===== src/rtl/multicycle_controller_pkg.sv =====
// Shared types and constants for the multicycle MIPS control unit.
package mips_ctrl_pkg;

  typedef enum logic [3:0] {
    S_FETCH   = 4'd0,  S_DECODE  = 4'd1,  S_MEMADR  = 4'd2,  S_MEMRD = 4'd3,
    S_MEMWB   = 4'd4,  S_MEMWR   = 4'd5,  S_RTYPEEX = 4'd6,  S_RTYPEWB = 4'd7,
    S_BEQEX   = 4'd8,  S_ADDIEX  = 4'd9,  S_ADDIWB  = 4'd10, S_JEX   = 4'd11
  } state_t;

  localparam logic [5:0] OP_LW    = 6'b100011;
  localparam logic [5:0] OP_SW    = 6'b101011;
  localparam logic [5:0] OP_RTYPE = 6'b000000;
  localparam logic [5:0] OP_BEQ   = 6'b000100;
  localparam logic [5:0] OP_ADDI  = 6'b001000;
  localparam logic [5:0] OP_J     = 6'b000010;

  localparam logic [5:0] FN_ADD = 6'b100000;
  localparam logic [5:0] FN_SUB = 6'b100010;
  localparam logic [5:0] FN_AND = 6'b100100;
  localparam logic [5:0] FN_OR  = 6'b100101;
  localparam logic [5:0] FN_SLT = 6'b101010;

  localparam logic [2:0] ALU_ADD = 3'b010;
  localparam logic [2:0] ALU_SUB = 3'b110;
  localparam logic [2:0] ALU_AND = 3'b000;
  localparam logic [2:0] ALU_OR  = 3'b001;
  localparam logic [2:0] ALU_SLT = 3'b111;

  localparam logic [1:0] ALUOP_ADD   = 2'b00;
  localparam logic [1:0] ALUOP_SUB   = 2'b01;
  localparam logic [1:0] ALUOP_FUNCT = 2'b10;

  // Per-state Moore control word
  typedef struct packed {
    logic       pcwrite;
    logic       branch;
    logic       irwrite;
    logic       regwrite;
    logic       memwrite;
    logic       iord;
    logic       regdst;
    logic       memtoreg;
    logic       alusrca;
    logic [1:0] alusrcb;
    logic [1:0] pcsrc;
    logic [1:0] aluop;
  } ctrl_t;

  function automatic state_t next_state(state_t s, logic [5:0] op);
    state_t n;
    n = S_FETCH;
    case (s)
      S_FETCH:   n = S_DECODE;
      S_DECODE:
        case (op)
          OP_LW, OP_SW: n = S_MEMADR;
          OP_RTYPE:     n = S_RTYPEEX;
          OP_BEQ:       n = S_BEQEX;
          OP_ADDI:      n = S_ADDIEX;
          OP_J:         n = S_JEX;
          default:      n = S_FETCH;  // unknown op retires as a NOP
        endcase
      S_MEMADR:  n = (op == OP_LW) ? S_MEMRD : S_MEMWR;
      S_MEMRD:   n = S_MEMWB;
      S_RTYPEEX: n = S_RTYPEWB;
      S_ADDIEX:  n = S_ADDIWB;
      default:   n = S_FETCH;         // end states and illegal codes
    endcase
    return n;
  endfunction

  function automatic ctrl_t state_ctrl(state_t s);
    ctrl_t c;
    c = '0;
    case (s)
      S_FETCH:   begin c.irwrite = 1'b1; c.pcwrite = 1'b1; c.alusrcb = 2'b01; end
      S_DECODE:  c.alusrcb = 2'b11;
      S_MEMADR,
      S_ADDIEX:  begin c.alusrca = 1'b1; c.alusrcb = 2'b10; end
      S_MEMRD:   c.iord = 1'b1;
      S_MEMWB:   begin c.regwrite = 1'b1; c.memtoreg = 1'b1; end
      S_MEMWR:   begin c.iord = 1'b1; c.memwrite = 1'b1; end
      S_RTYPEEX: begin c.alusrca = 1'b1; c.aluop = ALUOP_FUNCT; end
      S_RTYPEWB: begin c.regwrite = 1'b1; c.regdst = 1'b1; end
      S_BEQEX:   begin c.alusrca = 1'b1; c.aluop = ALUOP_SUB; c.pcsrc = 2'b01; c.branch = 1'b1; end
      S_ADDIWB:  c.regwrite = 1'b1;
      S_JEX:     begin c.pcsrc = 2'b10; c.pcwrite = 1'b1; end
      default:   c = '0;
    endcase
    return c;
  endfunction

endpackage


===== src/rtl/multicycle_controller_if.sv =====
// Controller <-> datapath signal bundle; the controller is the master.
interface multicycle_controller_if;
  logic [5:0] op;
  logic [5:0] funct;
  logic       zero;
  logic       pcen;
  logic       irwrite;
  logic       regwrite;
  logic       memwrite;
  logic       iord;
  logic       regdst;
  logic       memtoreg;
  logic       alusrca;
  logic [1:0] alusrcb;
  logic [1:0] pcsrc;
  logic [2:0] alucontrol;

  modport master (
    input  op, funct, zero,
    output pcen, irwrite, regwrite, memwrite, iord, regdst, memtoreg,
           alusrca, alusrcb, pcsrc, alucontrol
  );

  modport slave (
    output op, funct, zero,
    input  pcen, irwrite, regwrite, memwrite, iord, regdst, memtoreg,
           alusrca, alusrcb, pcsrc, alucontrol
  );
endinterface


===== src/rtl/multicycle_controller_aludec.sv =====
// ALU decoder: maps aluop/funct to the 3-bit ALU operation.
module aludec
  import mips_ctrl_pkg::*;
(
  input  logic [1:0] aluop,
  input  logic [5:0] funct,
  output logic [2:0] alucontrol
);

  // Default to ADD so every unused code is still driven
  always_comb begin
    alucontrol = ALU_ADD;
    case (aluop)
      ALUOP_SUB: alucontrol = ALU_SUB;
      ALUOP_FUNCT:
        case (funct)
          FN_SUB:  alucontrol = ALU_SUB;
          FN_AND:  alucontrol = ALU_AND;
          FN_OR:   alucontrol = ALU_OR;
          FN_SLT:  alucontrol = ALU_SLT;
          default: alucontrol = ALU_ADD;
        endcase
      default:   alucontrol = ALU_ADD;
    endcase
  end

endmodule


===== src/rtl/multicycle_controller.sv =====
// Multicycle MIPS control FSM: state register, next-state, registered
// Moore control word, and the branch-resolving pcen term.
module multicycle_controller
  import mips_ctrl_pkg::*;
(
  input  logic                  clk,
  input  logic                  reset_n,
  multicycle_controller_if.master bus
);

  state_t state;
  state_t nxt;
  ctrl_t  ctl;

  assign nxt = next_state(state, bus.op);

  // State and its control word register together, so outputs are glitch-free
  always_ff @(posedge clk or negedge reset_n) begin
    if (!reset_n) begin
      state <= S_FETCH;
      ctl   <= state_ctrl(S_FETCH);
    end else begin
      state <= nxt;
      ctl   <= state_ctrl(nxt);
    end
  end

  aludec u_aludec (
    .aluop      (ctl.aluop),
    .funct      (bus.funct),
    .alucontrol (bus.alucontrol)
  );

  // Strobes are gated by reset_n so nothing writes while reset is held;
  // zero is resolved in the same cycle, hence the combinational pcen.
  assign bus.pcen     = reset_n & (ctl.pcwrite | (ctl.branch & bus.zero));
  assign bus.irwrite  = reset_n & ctl.irwrite;
  assign bus.regwrite = reset_n & ctl.regwrite;
  assign bus.memwrite = reset_n & ctl.memwrite;
  assign bus.iord     = ctl.iord;
  assign bus.regdst   = ctl.regdst;
  assign bus.memtoreg = ctl.memtoreg;
  assign bus.alusrca  = ctl.alusrca;
  assign bus.alusrcb  = ctl.alusrcb;
  assign bus.pcsrc    = ctl.pcsrc;

endmodule


===== src/flat_wrapper.sv =====
// flat-port wrapper written by rule: the top's interface ports become plain ports
module multicycle_controller_flat import mips_ctrl_pkg::*;
  (clk, reset_n, bus_op, bus_funct, bus_zero, bus_pcen, bus_irwrite, bus_regwrite, bus_memwrite, bus_iord, bus_regdst, bus_memtoreg, bus_alusrca, bus_alusrcb, bus_pcsrc, bus_alucontrol);
  multicycle_controller_if bus_i ();
  input  logic clk;
  input  logic reset_n;
  input wire logic [$bits(bus_i.op)-1:0] bus_op;
  input wire logic [$bits(bus_i.funct)-1:0] bus_funct;
  input wire logic [$bits(bus_i.zero)-1:0] bus_zero;
  output wire logic [$bits(bus_i.pcen)-1:0] bus_pcen;
  output wire logic [$bits(bus_i.irwrite)-1:0] bus_irwrite;
  output wire logic [$bits(bus_i.regwrite)-1:0] bus_regwrite;
  output wire logic [$bits(bus_i.memwrite)-1:0] bus_memwrite;
  output wire logic [$bits(bus_i.iord)-1:0] bus_iord;
  output wire logic [$bits(bus_i.regdst)-1:0] bus_regdst;
  output wire logic [$bits(bus_i.memtoreg)-1:0] bus_memtoreg;
  output wire logic [$bits(bus_i.alusrca)-1:0] bus_alusrca;
  output wire logic [$bits(bus_i.alusrcb)-1:0] bus_alusrcb;
  output wire logic [$bits(bus_i.pcsrc)-1:0] bus_pcsrc;
  output wire logic [$bits(bus_i.alucontrol)-1:0] bus_alucontrol;
  assign bus_i.op = bus_op;
  assign bus_i.funct = bus_funct;
  assign bus_i.zero = bus_zero;
  assign bus_pcen = bus_i.pcen;
  assign bus_irwrite = bus_i.irwrite;
  assign bus_regwrite = bus_i.regwrite;
  assign bus_memwrite = bus_i.memwrite;
  assign bus_iord = bus_i.iord;
  assign bus_regdst = bus_i.regdst;
  assign bus_memtoreg = bus_i.memtoreg;
  assign bus_alusrca = bus_i.alusrca;
  assign bus_alusrcb = bus_i.alusrcb;
  assign bus_pcsrc = bus_i.pcsrc;
  assign bus_alucontrol = bus_i.alucontrol;
  multicycle_controller u_core (.clk(clk), .reset_n(reset_n), .bus(bus_i));
endmodule

===== config.mk =====
export PLATFORM = sky130hd
export DESIGN_NAME = multicycle_controller_flat
export DESIGN_NICKNAME = d
export VERILOG_FILES = /design/src/rtl/multicycle_controller_pkg.sv /design/src/rtl/multicycle_controller_if.sv /design/src/rtl/multicycle_controller_aludec.sv /design/src/rtl/multicycle_controller.sv /design/src/flat_wrapper.sv
export SDC_FILE = /design/constraint.sdc
export NUM_CORES = 1
export LEC_CHECK = 0
export CAP_MARGIN = 20
export CORE_ASPECT_RATIO = 1.25
export CORE_UTILIZATION = 35
export CTS_BUF_LIST = sky130_fd_sc_hd__clkbuf_4
export DETAILED_ROUTE_END_ITERATION = 7
export GPL_ROUTABILITY_DRIVEN = 0
export SYNTH_ARGS = -nofsm -noshare
export SYNTH_HDL_FRONTEND = slang
export SYNTH_SLANG_ARGS = --single-unit
export TNS_END_PERCENT = 100

===== constraint.sdc =====
create_clock -name clk -period 3.49 [get_ports clk]
set_input_delay 0.698 -clock clk [delete_from_list [all_inputs] [get_ports clk]]
set_output_delay 0.698 -clock clk [all_outputs]
set_load 0.05 [all_outputs]

After elaboration in Yosys (flattened, before gate mapping)
Index checks and enable logic that the tools add are counted.

Bitwise operators: 6. Muxes and demuxes: 17. Reduce and logical (&&, ||, !) cells: 9. Eq/ne operators: 27.

Operator list (count): == test 6 bit (second input constant) (6); one-hot mux 4 bit (6 select lines) (1); == test 4 x 3 -> 1 bit (second input constant) (5); == test 4 bit (second input constant) (5); one-hot mux 4 bit (5 select lines) (1); == test 4 x 2 -> 1 bit (second input constant) (4); one-hot mux 3 bit (4 select lines) (1); two-way mux 1 bit (9); == test 4 x 1 -> 1 bit (second input constant) (2); logical NOT 4 bit (2); one-hot mux 2 bit (2 select lines) (2); OR reduction 2 bit (4); == test 6 x 2 -> 1 bit (second input constant) (1); == test 6 x 3 -> 1 bit (second input constant) (1); == test 6 x 4 -> 1 bit (second input constant) (1); logical NOT 6 bit (1); one-hot mux 2 bit (3 select lines) (1); one-hot mux 3 bit (2 select lines) (1); AND 1 bit (5); OR reduction 4 bit (1); two-way mux 3 bit (1); OR reduction 3 bit (1); == test 2 x 1 -> 1 bit (second input constant) (1); == test 2 bit (second input constant) (1); bitwise OR 1 bit (1).

Output and inout bits: 15. Bits in registers: 19. Input bits: 15. Logic and storage cells: 72.

Logic depth before layout (Yosys ltp)
Word-level depth: 7. Mapped depth: 6.

By module
From an unflattened synthesis, not the netlist that was laid out.

Cells, all modules: 93. Area, all modules: 992.2 µm².

By module, submodules not included: multicycle_controller (sequential area each 454.2 µm², instances 1, area an instance 873.3 µm², cells each 78); aludec (sequential area each 0.0 µm², instances 1, area an instance 118.9 µm², cells each 15).

Worst setup path after synthesis
OpenSTA, ideal clock, no wires.

Path kind: input port to output port. Start: in bus_funct[0]. End: out bus_alucontrol[2]. Setup slack: 950 ps. Required time: 2792 ps. Stages: 4. Arrival: 1842 ps. Buffers on the path: 0. Path through: nand2b_1 nor4_1 nor2_1 nor2_1.

Longest elaborated chain between the ends: 3.

Ends and longest elaborated chain: start: declaration (RTL line flat_wrapper.sv:8) `input wire logic [$bits(bus_i.funct)-1:0] bus_funct;`; == test 6 bit (RTL line multicycle_controller_aludec.sv:16) `case (funct)`; one-hot mux 3 bit (4 select lines) (*) (RTL line multicycle_controller_aludec.sv:16); one-hot mux 3 bit (2 select lines) (*) (RTL line multicycle_controller_aludec.sv:13) `case (aluop)`; end: declaration (RTL line flat_wrapper.sv:20) `output wire logic [$bits(bus_i.alucontrol)-1:0] bus_alucontrol;`.

Mark *: on every way between the ends. The rest lies on a longest branch, timed or not.

Worst setup path in the final report
Start: in bus_funct[0]. End: out bus_alucontrol[1].

Same word-level chain as after synthesis.

==> flow_summary.json <==
{
  "outcome": "finished, final reports clean",
  "grt_max_degree": 13,
  "synth_fp_nets": 107,
  "maxSlewViolCount": 0,
  "initial_core_util_pct": 37.6,
  "cap_violations": 0,
  "hpwl_um": 1430,
  "grt-ovfl-total": 0,
  "place_inst": 147,
  "end_kind": "output port",
  "cts_resized": 0,
  "drt_first_iter_violations": 19,
  "yosys-top-cells-area": "dfrtp_1, dfstp_2, inv_1",
  "p_comb_share_pct": 43.4,
  "setup-tns-final_ns": 0,
  "nNetsFinal": 136,
  "fmax_mhz": 364,
  "ys_warn_count": 0,
  "firstDrtPassIters": 4,
  "coreArea_um2": 2480,
  "fin_crit_sh_pct": 78.7,
  "post_dp_cell_area_um2": 1260,
  "row_count": 20,
  "wl_per_cell_um": 11.7,
  "cp-start-kind": "primary input",
  "post_cts_buffers": 0,
  "hold_violations": 0,
  "r2r_cells": 5,
  "whs_path_depth": 2,
  "post-place-ws_ns": 0.759,
  "clk_path_buf_depth": 2,
  "grt_pass1_wl_um": 3130,
  "switching_power_mw": 0.274,
  "dieHeight_um": 59.7,
  "grt_setup_unrepaired": "no",
  "cts_tree": "built",
  "ctsRootBufferMaster": "clkbuf_4",
  "swShare_pct": 39.6,
  "internal_power_mw": 0.418,
  "io_buffer_count": 29,
  "drive_gt1_share_pct": 19.5,
  "vdd_ir_drop_max_mv": 0.290,
  "setup_viol": 0,
  "cts_max_level": 1,
  "yosysSeqAreaShare_pct": 46.0,
  "critPathKind": "in -> out",
  "synth_top_area_share_pct": 37.6,
  "antenna_found_initial": 0,
  "p_leak_nw": 0.582,
  "syn_avg_cell_area_um2": 10.4,
  "fin_ws_ns": 0.742,
  "post-route-util_pct": 52.1,
  "drt_wl_total_um": 1770,
  "avgViaCountPerCell": 4.98,
  "die_x_um": 48.2,
  "powerDensity_nw_per_um2": 536,
  "holdWs_ns": 0.651,
  "ioPinCount": 30,
  "crit_fanout": 2,
  "grt_pass1_vias": 763,
  "final_area_um2": 1290,
  "clock_power_share_pct": 16.1,
  "fin_worst_skew_ns": 0.00293,
  "power.total_mw": 0.692,
  "syn_inst": 90,
  "hold_path_class": "reg -> reg",
  "track_usage_pct": 16.0,
  "path_clk_slew_ns": 0.10,
  "period_minus_slack_ns": 2.75,
  "drc": 0,
  "synth_area_um2": 932,
  "tightest_slew_ns": 0.497,
  "cts_hold_buf": 0,
  "relSlewSlack_pct": 66.7,
  "netlist.top_cell.by_area": "dfrtp_1",
  "vias": 752,
  "power_frac_seq_pct": 40.6,
  "cts_sinks": 17,
  "worstSkewPairLatency_ns": 0.31,
  "worstPathArrival_ns": 2.05,
  "synth_cell_types": 38,
  "areaGrowthSynthToFinish_pct": 38.5,
  "cp.required_ns": 2.79,
  "ys_seq_elements": 17,
  "diodes": 0,
  "fin_cells": 151,
  "die_area_um2": 2880,
  "cts_buffers": 3,
  "postRouteAntennaNets": 0
}
## layer usage
layer	part of all wire [%]	wire [um]	track usage [%]
met5	0	0	0
met4	4.2	74	13.9
met3	6.0	107	2.11
met2	52	915	26.1
met1	38	673	17.0
## Yosys cell counts
cell type,instances
dfrtp_1,14
inv_1,10
nor2_1,6
nor3_1,6
buf_4,4
nand2b_1,4
and2_1,3
dfstp_2,3
nand2_1,3
a21oi_1,2
buf_2,2
ha_1,2
nor4_1,2
o211ai_1,2
o21ai_0,2
o22ai_1,2
xnor2_1,2
a21boi_0,1
a21oi_2,1
a31o_1,1
a31oi_1,1
a32o_1,1
and2b_1,1
and3_1,1
and3_2,1
and3b_1,1
nand3_1,1
nor2b_1,1
nor3b_1,1
nor3b_2,1
nor4b_1,1
nor4b_4,1
o211ai_2,1
o21bai_1,1
o2bb2ai_2,1
o311ai_4,1
o31ai_2,1
or2_1,1
## sequential cells by signal (all words and copies together), names as in the netlist
register,flops
u_core.bus.alusrca,1
u_core.bus.alusrcb,2
u_core.bus.iord,1
u_core.bus.memtoreg,1
u_core.bus.pcsrc,1
u_core.bus.regdst,1
u_core.ctl,6
u_core.state,4
## power by group through the flow
| stage | logic (mW) | registers [mW] | clock network (mW) |
|---|---|---|---|
| after floorplan | 0.217 | 0.276 | 0 |
| after global placement | 0.299 | 0.285 | 0 |
| after detailed placement | 0.301 | 0.286 | 0 |
| after CTS | 0.302 | 0.281 | 0.111 |
| after global routing | 0.325 | 0.289 | 0.121 |
| final | 0.300 | 0.281 | 0.111 |
## path summary, 6_finish.rpt
| path | from | to | slack, ns |
|---|---|---|---|
| max reg2reg | u_core.state[0] | u_core.bus.alusrcb[1] | 1.72 |
| min | u_core.state[3] | u_core.state[3] | 0.65 |
| min reg2reg | u_core.state[3] | u_core.state[3] | 0.65 |
| min in group asynchronous | reset_n | u_core.bus.alusrca | 0.68 |
| max | bus_funct[0] | bus_alucontrol[1] | 0.74 |
| max in group asynchronous | reset_n | u_core.bus.alusrcb[0] | 2.25 |
## cells by family (layout without fill, tap and decap cells)
logic type / after synthesis / count (layout) / synth area share (%)
buffers and inverters: 16 / 44 / 8.32
adder cells (fa/ha/maj): 2 / 2 / 2.68
AND/OR/NAND/NOR: 35 / 35 / 23.6
XOR/XNOR: 2 / 2 / 1.88
flip-flops: 17 / 17 / 46.0
AO/OA/AOI/OAI: 18 / 18 / 17.5
## worst max-delay path, stage by stage
cell and delay [ns]:
clkdlybuf4s50_1 0.42, nand2b_1 0.15, nor4_1 0.35, nor2_1 0.10, o211ai_1 0.11, buf_4 0.22
## layout by cell type, fill, tap and decap left out, types with 2 or more instances in the layout
master	count
dfrtp_1	14
nand2_1	3
buf_4	4
nor3_1	6
ha_1	2
clkdlybuf4s50_1	22
nor4_1	2
buf_12	4
inv_1	10
o21ai_0	2
o22ai_1	2
a21oi_1	2
and2_1	3
dfstp_2	3
xnor2_1	2
o211ai_1	2
nor2_1	6
clkbuf_4	3
nand2b_1	4
## area by class of cell
cell class                 count  area (um2)
clock buffer                   3        22.5
clock inverter                 1        5.00
fill                         212        1190
inverter                      10        37.5
multi-input combinational     57         425
sequential                    17         429
tap                           33        41.3
timing repair buffer          30         330
No activity file was read; power rests on OpenSTA's default activity.
